$ cat src/rtl/issue_dispatch_ctrl_pkg.sv
// Shared definitions for issue_dispatch_ctrl: dispatch lane/slot field layout and bit-scan helpers.
package issue_dispatch_ctrl_pkg;

    localparam int LANES      = 4;
    localparam int LANE_SEL_W = 2;
    localparam int SCAN_W     = 64;

    typedef struct packed {
        logic       found;
        logic [5:0] idx;
    } ffs_t;

    function automatic int brm_lane_lo(input int lane, input int width_brm);
        return lane * width_brm;
    endfunction

    function automatic int slot_lane_lo(input int slot);
        return slot * LANE_SEL_W;
    endfunction

    function automatic logic [6:0] popcount(input logic [SCAN_W-1:0] v);
        logic [6:0] n;
        n = '0;
        for (int i = 0; i < SCAN_W; i++) begin
            n = n + 7'(v[i]);
        end
        return n;
    endfunction

    // Scans from the top down so the last hit written is the lowest set bit.
    function automatic ffs_t find_first_set(input logic [SCAN_W-1:0] v);
        ffs_t r;
        r.found = 1'b0;
        r.idx   = '0;
        for (int i = SCAN_W - 1; i >= 0; i--) begin
            if (v[i]) begin
                r.found = 1'b1;
                r.idx   = 6'(i);
            end
        end
        return r;
    endfunction

endpackage

$ cat src/rtl/issue_dispatch_ctrl_select.sv
// SLOTS-wide issue priority picker: fixed lowest-index-first, or rotating from i_rr when ISSUE_RR_EN is defined.
import issue_dispatch_ctrl_pkg::*;

module issue_select #(
    parameter int SLOTS     = 8,
    parameter int WIDTH_IDX = 3
) (
    input  logic [SLOTS-1:0]     i_cand,
`ifdef ISSUE_RR_EN
    input  logic [WIDTH_IDX-1:0] i_rr,
`endif
    output logic [SLOTS-1:0]     o_grant,
    output logic [WIDTH_IDX-1:0] o_idx,
    output logic                 o_valid
);

    ffs_t pick;

`ifdef ISSUE_RR_EN
    logic [SLOTS-1:0] rotated;
    logic [SLOTS-1:0] hit;

    // Rotate so i_rr lands at bit 0, scan, then rotate the one-hot back.
    always_comb begin
        rotated = '0;
        for (int i = 0; i < SLOTS; i++) begin
            rotated[i] = i_cand[WIDTH_IDX'(i + int'(i_rr))];
        end
        pick    = find_first_set(SCAN_W'(rotated));
        hit     = SLOTS'(1) << pick.idx;
        o_grant = '0;
        for (int i = 0; i < SLOTS; i++) begin
            o_grant[WIDTH_IDX'(i + int'(i_rr))] = hit[i] & pick.found;
        end
        o_valid = pick.found;
        o_idx   = pick.found ? i_rr + WIDTH_IDX'(pick.idx) : '0;
    end
`else
    always_comb begin
        pick    = find_first_set(SCAN_W'(i_cand));
        o_valid = pick.found;
        o_grant = pick.found ? (SLOTS'(1) << pick.idx) : '0;
        o_idx   = pick.found ? WIDTH_IDX'(pick.idx) : '0;
    end
`endif

endmodule

$ cat src/rtl/issue_dispatch_ctrl.sv
// Issue queue controller: slot occupancy, 4-wide compacted dispatch allocation, issue select and branch kill.
// Define ISSUE_RR_EN for rotating issue priority; otherwise lowest index wins.
import issue_dispatch_ctrl_pkg::*;

module issue_dispatch_ctrl #(
    parameter int SLOTS     = 8,
    parameter int WIDTH_BRM = 3,
    parameter int WIDTH_IDX = 3
) (
    input  logic                       i_clk,
    input  logic                       i_rst_n,
    input  logic [LANES-1:0]           i_valid4x,
    input  logic [LANES*WIDTH_BRM-1:0] i_brm4x,
    output logic                       o_ready,
    output logic [SLOTS-1:0]           o_slot_we,
    output logic [2*SLOTS-1:0]         o_slot_lane,
    input  logic [SLOTS-1:0]           i_req,
    input  logic                       i_stall,
    input  logic [WIDTH_BRM-1:0]       i_BrKill,
    output logic [SLOTS-1:0]           o_grant,
    output logic [WIDTH_IDX-1:0]       o_grant_idx,
    output logic                       o_issue_valid,
    output logic [WIDTH_IDX:0]         o_count
);

    logic [SLOTS-1:0]                 occ_q;
    logic [SLOTS-1:0][WIDTH_BRM-1:0]  brm_q;
    logic [WIDTH_IDX:0]               count_q;
    logic [SLOTS-1:0]                 slot_kill;
    logic [SLOTS-1:0]                 cand;
    logic [SLOTS-1:0]                 occ_next;
    logic [LANES-1:0]                 lane_ok;
    logic [LANE_SEL_W-1:0]            lane_list [LANES];
    logic [2:0]                       n_ok;
    logic [2:0]                       n_alloc;
    logic [WIDTH_IDX:0]               need;
    logic [WIDTH_IDX:0]               free_slots;

`ifdef ISSUE_RR_EN
    logic [WIDTH_IDX-1:0]             rr_q;
`endif

    // Freed slots stay occupied in occ_q until the edge, so they are never offered for allocation this cycle.
    always_comb begin
        slot_kill = '0;
        for (int s = 0; s < SLOTS; s++) begin
            slot_kill[s] = occ_q[s] & (|(brm_q[s] & i_BrKill));
        end

        lane_ok   = '0;
        lane_list = '{default: '0};
        n_ok      = '0;
        for (int k = 0; k < LANES; k++) begin
            lane_ok[k] = i_valid4x[k] & ~(|(i_brm4x[brm_lane_lo(k, WIDTH_BRM) +: WIDTH_BRM] & i_BrKill));
            if (lane_ok[k]) begin
                lane_list[n_ok[1:0]] = LANE_SEL_W'(k);
                n_ok = n_ok + 3'd1;
            end
        end

        need       = (WIDTH_IDX+1)'(popcount(SCAN_W'(lane_ok)));
        free_slots = (WIDTH_IDX+1)'(SLOTS) - count_q;
        o_ready    = i_rst_n && (free_slots >= need);

        o_slot_we   = '0;
        o_slot_lane = '0;
        n_alloc     = '0;
        for (int s = 0; s < SLOTS; s++) begin
            if (o_ready && !occ_q[s] && (n_alloc < n_ok)) begin
                o_slot_we[s] = 1'b1;
                o_slot_lane[slot_lane_lo(s) +: LANE_SEL_W] = lane_list[n_alloc[1:0]];
                n_alloc = n_alloc + 3'd1;
            end
        end

        cand     = i_req & occ_q & ~slot_kill & {SLOTS{~i_stall}};
        occ_next = (occ_q & ~o_grant & ~slot_kill) | o_slot_we;
    end

    issue_select #(
        .SLOTS     (SLOTS),
        .WIDTH_IDX (WIDTH_IDX)
    ) u_issue_select (
        .i_cand  (cand),
`ifdef ISSUE_RR_EN
        .i_rr    (rr_q),
`endif
        .o_grant (o_grant),
        .o_idx   (o_grant_idx),
        .o_valid (o_issue_valid)
    );

    assign o_count = count_q;

    always_ff @(posedge i_clk or negedge i_rst_n) begin
        if (!i_rst_n) begin
            occ_q   <= '0;
            brm_q   <= '0;
            count_q <= '0;
`ifdef ISSUE_RR_EN
            rr_q    <= '0;
`endif
        end else begin
            occ_q   <= occ_next;
            count_q <= (WIDTH_IDX+1)'(popcount(SCAN_W'(occ_next)));
            for (int s = 0; s < SLOTS; s++) begin
                if (o_slot_we[s]) begin
                    brm_q[s] <= i_brm4x[brm_lane_lo(int'(o_slot_lane[slot_lane_lo(s) +: LANE_SEL_W]), WIDTH_BRM) +: WIDTH_BRM];
                end
            end
`ifdef ISSUE_RR_EN
            if (o_issue_valid) begin
                rr_q <= o_grant_idx + WIDTH_IDX'(1);
            end
`endif
        end
    end

endmodule

$ cat config.mk
export PLATFORM = sky130hd
export DESIGN_NAME = issue_dispatch_ctrl
export DESIGN_NICKNAME = d
export VERILOG_FILES = /design/src/rtl/issue_dispatch_ctrl_pkg.sv /design/src/rtl/issue_dispatch_ctrl_select.sv /design/src/rtl/issue_dispatch_ctrl.sv
export SDC_FILE = /design/constraint.sdc
export NUM_CORES = 1
export LEC_CHECK = 0
export CORE_ASPECT_RATIO = 1.75
export CORE_MARGIN = 1
export CORE_UTILIZATION = 40
export DETAILED_ROUTE_END_ITERATION = 8
export PLACE_DENSITY_LB_ADDON = 0.12
export SETUP_SLACK_MARGIN = 0.02
export SLEW_MARGIN = 20
export SYNTH_ARGS = -nofsm -noshare
export SYNTH_HDL_FRONTEND = slang
export SYNTH_SLANG_ARGS = --single-unit
$ cat constraint.sdc
create_clock -name i_clk -period 23.2 [get_ports i_clk]
set_input_delay 4.64 -clock i_clk [delete_from_list [all_inputs] [get_ports i_clk]]
set_output_delay 4.64 -clock i_clk [all_outputs]
set_load 0.05 [all_outputs]
==> reports/qor.yml <==
outcome:
  outcome: "finished clean"
power_and_ir_drop:
  powerDensity_nw_per_um2: 181.0
  cellLeakagePower_uw: 0.002609
  vdd_drop_max_mv: 0.08963
floorplanning:
  io_pins: 71
  die_y_um: 141.9
  start_util_pct: 41.35
  rows: 50
  die_w_um: 81.96
  coreArea_um2: 10820
  die_area_um2: 11630
worst_setup_path:
  startpoint_type: "input pin"
  worstSetupPathType: "input pin to primary output"
  critPathSlowestCell: "clkdlybuf4s50_1"
  worstPathArrival_ns: 17.76
  critPathRequiredTime_ns: 18.56
  timing.critical_path.mode_cell: "ha_1"
  cp-end-kind: "primary output"
  cp_max_fo: 11
  slowest_delay_ns: 0.61
synth:
  synth-adder-area-share_pct: 12.47
  synth.distinct_cells: 71
  synth_compound_area_share_pct: 22.62
  synth-edff-count: 0
  syn_inst: 564
  syn_avg_cell_area_um2: 7.935
  synth_simple_gate_area_share_pct: 20.83
  synth_top_area_cell: "dfrtp_1"
  synth_top_area_share_pct: 20.13
  syn-num-nets: 635
  synthTopCellsByArea: "dfrtp_1, ha_1, mux2i_1, nand2_1, o21ai_0"
  seq_area_frac_synth_pct: 20.13
  synthXorXnorAreaFrac_pct: 1.566
  synth_top_family_by_area: "compound AO/OA/AOI/OAI gates"
  synthFlopType: "dfrtp_1"
  async_flop_share_pct: 100.0
  synth_area_um2: 4476
  yosys.cell_count.top_type: "nand2_1"
  synth_common_cells: "nand2_1, inv_1, o21ai_0"
  muxShareOfSynthArea_pct: 15.35
  ys_ff_latch: 36
  ys_warn_count: 0
finish:
  area_delta_synth_final_pct: 30.17
  final_layout_size_suffix_gt1_share_pct: 16.59
  nets: 727
  antenna_cells: 0
placement:
  place.gp.congestion: 0.9727
  hpwl_um: 14130
  io_buffers: 70
drt:
  wirelength_um: 17710
  dr_total_vias: 4800
  post_drt_wl_per_cell_um: 22.51
  drt_iter0_markers: 321
  drt_pre_antenna_iters: 5
  drtAntennaViolNets: 0
  viasPerCell: 6.099
  drcViolationCount: 0
timing:
  finalHoldViolations: 0
  fmax_mhz: 44.65
  worst_slew_pin_slew_ns: 1.049
  rsz0062_at_grt: "false"
  relSlewSlack_pct: 30.04
  clock_skew_ns: 0.008000
  min_period_ns: 22.40
  setup-violations-final: 0
  period_share_pct: 96.54
  finalSetupTns_ns: 0
  holdWs_ns: 0.4834
  slew_viol_final: 0
min_path:
  hold_class: "register to register"
cts:
  clock_sinks: 36
  numCtsBuffers: 5
  clock-root-buffer: "clkbuf_16"
  clk_pin_slew_ns: 0.06
  insertion_delay_ns: 0.29
  hold_buffers: 0
  cts_tree: "built"
  htree_levels: 2
  cts_buffer_depth: 2
grt:
  grt_antenna_before_repair: 0
  grt_use_total_pct: 31.84
  grt_max_degree: 39
  grt_pass1_wl_um: 26790
  grt_pass1_vias: 4650
  overflow: 0
flow_run:
  drv_cap: 0
## cell families (layout without fill, tap and decap cells)
| group | Yosys count | in the layout |
|---|---|---|
| AOI/OAI and AO/OA | 146 | 146 |
| xor gates and xnor gates | 8 | 8 |
| adders and majority gates | 41 | 41 |
| buffers and inverters | 79 | 172 |
| DFF | 36 | 36 |
| muxes | 60 | 60 |
| and+or+nand+nor | 194 | 194 |
## per-stage QoR
stage | setup WS [ns] | cell area (um^2) | util [%] | total power [uW] | cells
after floorplan | 0.02228 | 4539 | - | 710.7 | 564
after global placement | 0.4008 | 5612 | 51.85 | 938.1 | 776
after detailed placement | 0.1633 | 5612 | 51.85 | 950.3 | 776
after CTS | 0.09500 | 5762 | 53.24 | 1026 | 784
after global routing | 0.02268 | 5826 | 53.83 | 1133 | 787
final | 0.8030 | 5826 | 53.83 | 1054 | 787
## sequential cells by signal, summed over array words and instances, names as in the netlist
register / flops
occ_q: 8
o_count: 4
brm_q: 24
## layout make-up
cell class,instances,area [um^2]
fillers,1071,4997
multi-input cells,449,3343
repair buffers,109,1041
flip-flops and latches,36,900.9
inverters,55,227.7
well taps,130,162.7
clock buffers,7,142.6
clock inverters,1,7.507
## power by group
| group | switching (uW) | leakage, uW | internal, uW |
|---|---|---|---|
| Combinational | 526 | 0.00209 | 341 |
| Clock | 28.2 | 0.0000701 | 42.8 |
| Sequential | 21.6 | 0.000453 | 95.2 |
## final timing paths
check                                start               to  slack, ns  cells past startpoint
min in group asynchronous          i_rst_n        brm_q[10]       4.49                      2
max in group asynchronous          i_rst_n         brm_q[7]      18.34                      2
worst min register to register   brm_q[10]        brm_q[10]       0.48                      2
worst min-delay path             brm_q[10]        brm_q[10]       0.48                      2
worst max register to register  o_count[0]       o_count[1]      10.30                     57
worst max-delay path            i_brm4x[2]  o_slot_lane[14]       0.80                     60
## per-layer routing
metal  GRT usage, %  wire, um  vias to the layer above
li1               -         -                     2204
met1          36.32      6550                     2328
met2          55.28      9102                      204
met3          4.167       934                       64
met4          17.82      1127                        0
met5              0         0                        -
## cells in the final DEF, fill, tap and decap left out, types with 4 or more instances in the layout
master	n
o21ai_0	42
xnor2_1	7
a211oi_1	6
buf_4	40
nor3_1	8
or3_1	7
nand3_1	18
a22oi_1	10
buf_12	5
a21oi_2	4
and3_1	5
clkbuf_16	5
clkdlybuf4s50_1	61
a21oi_1	22
a211o_1	6
nor2_1	37
mux2_2	14
o2111ai_1	4
inv_1	47
and2_1	10
nand2_1	72
ha_1	34
mux2i_1	39
a22o_1	4
o31a_1	4
fa_1	6
mux4_2	5
clkinvlp_4	6
dfrtp_1	36
nor2b_1	8
## worst max-delay path: cells and delay by family
kind	cells	cell delay [ns]
adder cells (fa/ha/maj)	11	3.02
AO/OA/AOI/OAI	13	3.33
AND/OR/NAND/NOR	20	4.16
buffers and inverters	13	1.99
XOR/XNOR	3	0.58
## repair_timing
action	4_1_cts	5_1_grt
setup endpoints to repair	0	3
endpoints found under the hold margin	0	0
buffers inserted	0	3
resized for setup	0	10
No activity file was read; power rests on OpenSTA's default activity.
